==> src/rtl/cpu_sequencer_if.sv <==
`default_nettype none
// ============================================================================
//  Module      : cpu_sequencer_if
//  Description : Bus bundle between the accumulator CPU sequencer and its
//                instruction/data memories. The step line exists only when
//                CPU_SEQ_SINGLE_STEP_EN is defined.
//  Revision    : 1.0  initial release
// ============================================================================
interface cpu_sequencer_if;
    logic        start;
    logic [15:0] imem_addr;
    logic [15:0] imem_data;
    logic [15:0] dmem_addr;
    logic [15:0] dmem_wdata;
    logic        dmem_we;
    logic [15:0] dmem_rdata;
    logic [15:0] acc;
    logic [15:0] pc;
    logic        busy;
    logic        halted;
`ifdef CPU_SEQ_SINGLE_STEP_EN
    logic        step;

    modport master (
        input  start, imem_data, dmem_rdata, step,
        output imem_addr, dmem_addr, dmem_wdata, dmem_we, acc, pc, busy, halted
    );

    modport slave (
        output start, imem_data, dmem_rdata, step,
        input  imem_addr, dmem_addr, dmem_wdata, dmem_we, acc, pc, busy, halted
    );
`else
    modport master (
        input  start, imem_data, dmem_rdata,
        output imem_addr, dmem_addr, dmem_wdata, dmem_we, acc, pc, busy, halted
    );

    modport slave (
        output start, imem_data, dmem_rdata,
        input  imem_addr, dmem_addr, dmem_wdata, dmem_we, acc, pc, busy, halted
    );
`endif
endinterface
`default_nettype wire

==> src/rtl/cpu_sequencer.sv <==
`default_nettype none
// ============================================================================
//  Module      : cpu_sequencer
//  Description : Multicycle fetch/decode/execute sequencer for the accumulator
//                CPU. Optional macro CPU_SEQ_SINGLE_STEP_EN adds a STEP_WAIT
//                state released by the step input.
//  Revision    : 1.0  initial release
// ============================================================================
module cpu_sequencer #(
    parameter logic [15:0] START_PC = 16'h0000
) (
    input  logic            clk,
    input  logic            rst,
    cpu_sequencer_if.master bus
);

`ifdef CPU_SEQ_SINGLE_STEP_EN
    typedef enum logic [2:0] {
        S_IDLE      = 3'd0,
        S_FETCH     = 3'd1,
        S_DECODE    = 3'd2,
        S_EXEC      = 3'd3,
        S_HALT      = 3'd4,
        S_STEP_WAIT = 3'd5
    } state_t;
`else
    typedef enum logic [2:0] {
        S_IDLE   = 3'd0,
        S_FETCH  = 3'd1,
        S_DECODE = 3'd2,
        S_EXEC   = 3'd3,
        S_HALT   = 3'd4
    } state_t;
`endif

    localparam logic [2:0] c_op_lda  = 3'b000;
    localparam logic [2:0] c_op_sta  = 3'b001;
    localparam logic [2:0] c_op_add  = 3'b010;
    localparam logic [2:0] c_op_sub  = 3'b011;
    localparam logic [2:0] c_op_jmp  = 3'b100;
    localparam logic [2:0] c_op_jez  = 3'b101;
    localparam logic [2:0] c_op_ldi  = 3'b110;
    localparam logic [2:0] c_op_halt = 3'b111;

    state_t      state_q, state_d;
    logic [15:0] pc_q,    pc_d;
    logic [15:0] ir_q,    ir_d;
    logic [15:0] acc_q,   acc_d;

    logic [2:0]  opcode;
    logic [15:0] operand;

    assign opcode  = ir_q[15:13];
    assign operand = {3'b000, ir_q[12:0]};

    always_ff @(posedge clk) begin
        if (rst) begin
            state_q <= S_IDLE;
            pc_q    <= START_PC;
            ir_q    <= 16'h0000;
            acc_q   <= 16'h0000;
        end else begin
            state_q <= state_d;
            pc_q    <= pc_d;
            ir_q    <= ir_d;
            acc_q   <= acc_d;
        end
    end

    always_comb begin
        state_d = state_q;
        pc_d    = pc_q;
        ir_d    = ir_q;
        acc_d   = acc_q;

        case (state_q)
            S_IDLE: begin
                if (bus.start) begin
                    state_d = S_FETCH;
                end
            end
            S_FETCH: begin
                ir_d    = bus.imem_data;
                pc_d    = pc_q + 16'd1;
                state_d = S_DECODE;
            end
            S_DECODE: begin
                state_d = (opcode == c_op_halt) ? S_HALT : S_EXEC;
            end
            S_EXEC: begin
                // sta needs no register update; its write strobe is decoded below
                case (opcode)
                    c_op_lda: acc_d = bus.dmem_rdata;
                    c_op_add: acc_d = acc_q + bus.dmem_rdata;
                    c_op_sub: acc_d = acc_q - bus.dmem_rdata;
                    c_op_jmp: pc_d  = operand;
                    c_op_jez: begin
                        if (acc_q == 16'h0000) begin
                            pc_d = operand;
                        end
                    end
                    c_op_ldi: acc_d = operand;
                    default:  ;
                endcase
`ifdef CPU_SEQ_SINGLE_STEP_EN
                state_d = S_STEP_WAIT;
`else
                state_d = S_FETCH;
`endif
            end
`ifdef CPU_SEQ_SINGLE_STEP_EN
            S_STEP_WAIT: begin
                if (bus.step) begin
                    state_d = S_FETCH;
                end
            end
`endif
            S_HALT: begin
                state_d = S_HALT;
            end
            default: begin
                state_d = S_IDLE;
            end
        endcase
    end

    assign bus.imem_addr  = pc_q;
    assign bus.dmem_addr  = operand;
    assign bus.dmem_wdata = acc_q;
    // rst gating keeps a reset landing on a sta EXEC cycle from writing memory
    assign bus.dmem_we    = (state_q == S_EXEC) && (opcode == c_op_sta) && !rst;
    assign bus.acc        = acc_q;
    assign bus.pc         = pc_q;
    assign bus.halted     = (state_q == S_HALT);
`ifdef CPU_SEQ_SINGLE_STEP_EN
    assign bus.busy       = (state_q == S_FETCH) || (state_q == S_DECODE) ||
                            (state_q == S_EXEC)  || (state_q == S_STEP_WAIT);
`else
    assign bus.busy       = (state_q == S_FETCH) || (state_q == S_DECODE) ||
                            (state_q == S_EXEC);
`endif

endmodule
`default_nettype wire

==> src/flat_wrapper.sv <==
// flat-port wrapper written by rule: the top's interface ports become plain ports
module cpu_sequencer_flat 
#(
    parameter logic [15:0] START_PC = 16'h0000
)
  (clk, rst, bus_start, bus_imem_data, bus_dmem_rdata, bus_imem_addr, bus_dmem_addr, bus_dmem_wdata, bus_dmem_we, bus_acc, bus_pc, bus_busy, bus_halted);
  cpu_sequencer_if bus_i ();
  input  logic clk;
  input  logic rst;
  input wire logic [$bits(bus_i.start)-1:0] bus_start;
  input wire logic [$bits(bus_i.imem_data)-1:0] bus_imem_data;
  input wire logic [$bits(bus_i.dmem_rdata)-1:0] bus_dmem_rdata;
  output wire logic [$bits(bus_i.imem_addr)-1:0] bus_imem_addr;
  output wire logic [$bits(bus_i.dmem_addr)-1:0] bus_dmem_addr;
  output wire logic [$bits(bus_i.dmem_wdata)-1:0] bus_dmem_wdata;
  output wire logic [$bits(bus_i.dmem_we)-1:0] bus_dmem_we;
  output wire logic [$bits(bus_i.acc)-1:0] bus_acc;
  output wire logic [$bits(bus_i.pc)-1:0] bus_pc;
  output wire logic [$bits(bus_i.busy)-1:0] bus_busy;
  output wire logic [$bits(bus_i.halted)-1:0] bus_halted;
  assign bus_i.start = bus_start;
  assign bus_i.imem_data = bus_imem_data;
  assign bus_i.dmem_rdata = bus_dmem_rdata;
  assign bus_imem_addr = bus_i.imem_addr;
  assign bus_dmem_addr = bus_i.dmem_addr;
  assign bus_dmem_wdata = bus_i.dmem_wdata;
  assign bus_dmem_we = bus_i.dmem_we;
  assign bus_acc = bus_i.acc;
  assign bus_pc = bus_i.pc;
  assign bus_busy = bus_i.busy;
  assign bus_halted = bus_i.halted;
  cpu_sequencer #(.START_PC(START_PC)) u_core (.clk(clk), .rst(rst), .bus(bus_i));
endmodule
==> config.mk <==
export PLATFORM = sky130hd
export DESIGN_NAME = cpu_sequencer_flat
export DESIGN_NICKNAME = d
export VERILOG_FILES = /design/src/rtl/cpu_sequencer_if.sv /design/src/rtl/cpu_sequencer.sv /design/src/flat_wrapper.sv
export SDC_FILE = /design/constraint.sdc
export NUM_CORES = 1
export LEC_CHECK = 0
export CORE_ASPECT_RATIO = 0.8
export CORE_MARGIN = 4
export CORE_UTILIZATION = 40
export DETAILED_ROUTE_END_ITERATION = 6
export PLACE_DENSITY = 0.7
export SYNTH_ARGS = -nofsm -noshare
export SYNTH_HDL_FRONTEND = slang
export SYNTH_SLANG_ARGS = --single-unit
==> constraint.sdc <==
create_clock -name clk -period 4.8 [get_ports clk]
set_input_delay 0.72 -clock clk [delete_from_list [all_inputs] [get_ports clk]]
set_output_delay 0.72 -clock clk [all_outputs]
set_load 0.02 [all_outputs]
==> summary.txt <==
Synth
  • Post-Syn Area per Cell: about 7.3 um^2
  • FF+latch count, synth: slightly above 50
  • Register area share after synthesis: a little over a quarter
  • Async S/R FF share, synth: 0%
  • Synth unique cells: 54
  • Cells after Synth: about 540
  • Yosys warns: 0
  • Dominant synthesized flop cell: dfxtp_1
  • Cell Area, Synth: just under 0.004 mm^2
  • EDFF count, synth: 0

Timing
  • Post-route setup TNS: 0 ns
  • Count of final hold-check violations: 0
  • Max Freq: 0.247 GHz
  • Tmin final: 4.05 ns
  • Fin crit share: 84.4%
  • Pins Over Slew Limit: 0
  • RSZ-0062 raised after global routing: no
  • Measured slew at the worst slew-check pin: 0.906 ns
  • Clk_skew: approximately 0.0085 ns
  • # setup viols final: 0
  • Max_slew headroom: between 30 and 40%
  • Worst setup margin: around 0.75 ns

Setup path
  • Crit path max-delay cell type: or4_1
  • WS Path Type: in2reg
  • CP Cell Sequence: clkdlybuf4s50_1, or4_1, or4_4, o21ai_0, xor2_1, ha_1, a211o_1, o22ai_1, mux2i_1, o211ai_1, a31oi_1, a21oi_1
  • Worst-path fanout max: 7
  • Critical Path Max Stage Delay: 0.66 ns
  • WP data arrival: roughly 4.2 ns
  • R2R depth: 11
  • CP delay by family, top: simple AND/OR/NAND/NOR gates
  • Critical path depth in cells: 12
  • Worst path bufs/invs: 1
  • Worst EP required: around 5.0 ns
  • Critical Path Source Type: primary input
  • Crit end category: flip-flop

Drt
  • Detailed-route via count: just over 4000
  • Drt initial violations: roughly 340
  • Residual DRC: 0
  • Drt total wl: ~12000 um
  • Post-DR vias/cell: around 5.7
  • Final ANT Viol Nets: 0
  • Post-DR wirelength/cell: 17.3 um
  • First-pass DRT Iterations: 5

Floorplanning
  • Die ar.: ~0.011 mm^2
  • Die Ht: a little under 100 um
  • Number of I/O pins: 118
  • Die width: around 120 um
  • Row cnt: 32
  • Initial Utilization: roughly two fifths
  • Core area: between 0.009 and 0.01 mm^2

Placed design
  • Port-buffer cells: about 110
  • Placement Cell Area: between 0.004 and 0.005 mm^2
  • Worst slack, placed: between 0.4 and 0.5 ns
  • DPL Wire Length: ~9300 um
  • Routability cong.: 0.913

Clocking
  • Total setup buffers inserted after CTS: 0
  • # H-tree levels: 2
  • CTS Hold Bufs: 0
  • CTS tree: yes
  • Worst-Skew Late Latency: roughly 0.29 ns
  • Clock Tree Buf Depth: 2
  • CTS resizes: 0
  • Worst-path clk slew: 0.07 ns
  • Sink Count: 51
  • CTS Root Cell: clkbuf_16
  • Total clock buffers created by CTS: 5

Finish
  • End-of-flow core utilization: approximately 52%
  • Area of the multi-input gates: 0.00241 mm^2
  • Antenna Cells: 0
  • Final layout net count: roughly 650
  • Area delta synth->final: 27.4%
  • Fraction of layout cells with a size suffix above 1: under 10%
  • Sequential cell area: between 0.001 and 0.0015 mm^2
  • Finished Cell Area: approximately 0.005 mm^2
  • Total of fill cells in the finished design: between 900 and 1000

Run status
  • Outcome: finished clean

Power
  • Pwr Density: around 250 mW/mm^2
  • P_leak: 1.89 nW
  • Peak supply drop: 0.156 mV
  • Total power: about 1.2 mW

Run
  • Max-capacitance violation count: 0

Min path
  • WHS Path Cells: 2
  • Tightest Hold Check Type: reg2reg

Global routing
  • Vias in the first global route: between 3000 and 4000
  • Overflow after GRT: 0
  • Initial antenna violation count: 0
  • Gr usage total: a little over a fifth
  • First-pass GRT wire length: a little under 20000 um
  • Largest net degree at the start of global routing: 42
-- metal layers --
layer	up-vias	part of all wire [%]	global-route usage, %
met4	0	1.4	5.50
met3	15	8.1	3.84
li1	1974	-	-
met1	1915	46	29.2
met5	-	0	0
met2	191	45	34.8
-- state kept, by name (all words and copies together), names as in the netlist --
signal	cells
u_core.bus.acc	16
u_core.bus.imem_addr	16
u_core.ir_q	16
u_core.state_q	3
-- tightest hold or removal path: cells and delay by family, from the launching register on --
| kind | cells | cell delay (ns) |
|---|---|---|
| DFF | 1 | 0.33 |
| and+or+nand+nor | 1 | 0.06 |
| AOI/OAI and AO/OA | 1 | 0.05 |
-- cell usage after synthesis, types with 2 or more instances --
| master | count | area (um^2) |
|---|---|---|
| nand2_1 | 86 | 323 |
| a21oi_1 | 57 | 285 |
| dfxtp_1 | 51 | 1020 |
| buf_4 | 48 | 360 |
| nor2_1 | 40 | 150 |
| o21ai_0 | 29 | 145 |
| clkbuf_1 | 20 | 75.1 |
| ha_1 | 17 | 213 |
| xnor2_1 | 16 | 140 |
| inv_1 | 14 | 52.6 |
| nand3_1 | 13 | 65.1 |
| xor2_1 | 10 | 87.6 |
| nand2b_1 | 9 | 56.3 |
| nor3_1 | 8 | 40.0 |
| a21o_1 | 7 | 52.6 |
| a22oi_1 | 7 | 52.6 |
| and3_1 | 7 | 43.8 |
| a31oi_1 | 6 | 37.5 |
| and2_1 | 6 | 37.5 |
| nor4_1 | 6 | 37.5 |
| o211ai_1 | 6 | 45.0 |
| mux2i_1 | 5 | 50.1 |
| o31ai_1 | 5 | 37.5 |
| a211oi_1 | 4 | 30.0 |
| a221oi_1 | 4 | 35.0 |
| a41oi_1 | 4 | 35.0 |
| buf_1 | 4 | 15.0 |
| nand4_1 | 4 | 25.0 |
| or3_1 | 4 | 25.0 |
| a2111oi_0 | 3 | 26.3 |
| a311oi_1 | 3 | 26.3 |
| nor2b_1 | 3 | 18.8 |
| o32ai_1 | 3 | 26.3 |
| a211o_1 | 2 | 17.5 |
| and4_1 | 2 | 17.5 |
| nand3b_1 | 2 | 15.0 |
| o22ai_1 | 2 | 12.5 |
| or4_4 | 2 | 22.5 |
-- kinds of logic after synthesis --
family	count (synthesis)	share of synthesized area, %
DFF	51	26.0
AOI/OAI and AO/OA	151	24.6
other	1	0.0956
adders and majority gates	18	5.93
xor gates and xnor gates	26	5.81
buffers and inverters	86	12.8
and+or+nand+nor	197	23.4
muxes	5	1.28
-- layout by cell type (no fill, tap or decap), types with 8 or more instances in the layout --
master / instances
inv_1: 14
o21ai_0: 29
dfxtp_1: 51
ha_1: 17
nor2_1: 40
nor3_1: 8
nand3_1: 13
buf_4: 8
clkdlybuf4s50_1: 114
nand2b_1: 9
xnor2_1: 16
nand2_1: 86
xor2_1: 10
a21oi_1: 56
-- final timing paths --
| check | startpoint | slack [ns] | to |
|---|---|---|---|
| setup reg to reg | u_core.ir_q[14] | 1.29 | u_core.bus.acc[13] |
| hold reg to reg | u_core.ir_q[8] | 0.48 | u_core.ir_q[8] |
| hold / removal | u_core.ir_q[8] | 0.48 | u_core.ir_q[8] |
| setup / recovery | bus_dmem_rdata[2] | 0.75 | u_core.bus.acc[14] |
-- per-stage QoR --
step           std cells  hold slack, ns
5_1_grt              713           0.508
2_1_floorplan        537           0.450
6_report             713           0.485
4_1_cts              713           0.490
3_5_place_dp         706           0.481
3_3_place_gp         706           0.490
-- where the power goes --
| part | total, mW | leakage, nW | switching [mW] | internal (mW) |
|---|---|---|---|---|
| registers | 0.481 | 0.414 | 0.0362 | 0.445 |
| logic | 0.343 | 1.40 | 0.192 | 0.150 |
| clock network | 0.407 | 0.0759 | 0.163 | 0.243 |
-- layout make-up --
class / count / share of cell area (%)
clock buffer: 5 / 2.50
sequential: 51 / 20.4
clock inverter: 2 / 0.751
inverter: 14 / 1.05
tap: 119 / 2.98
multi-input combinational: 400 / 48.2
timing repair buffer: 122 / 24.0
Power figures use the tool's default switching activity.
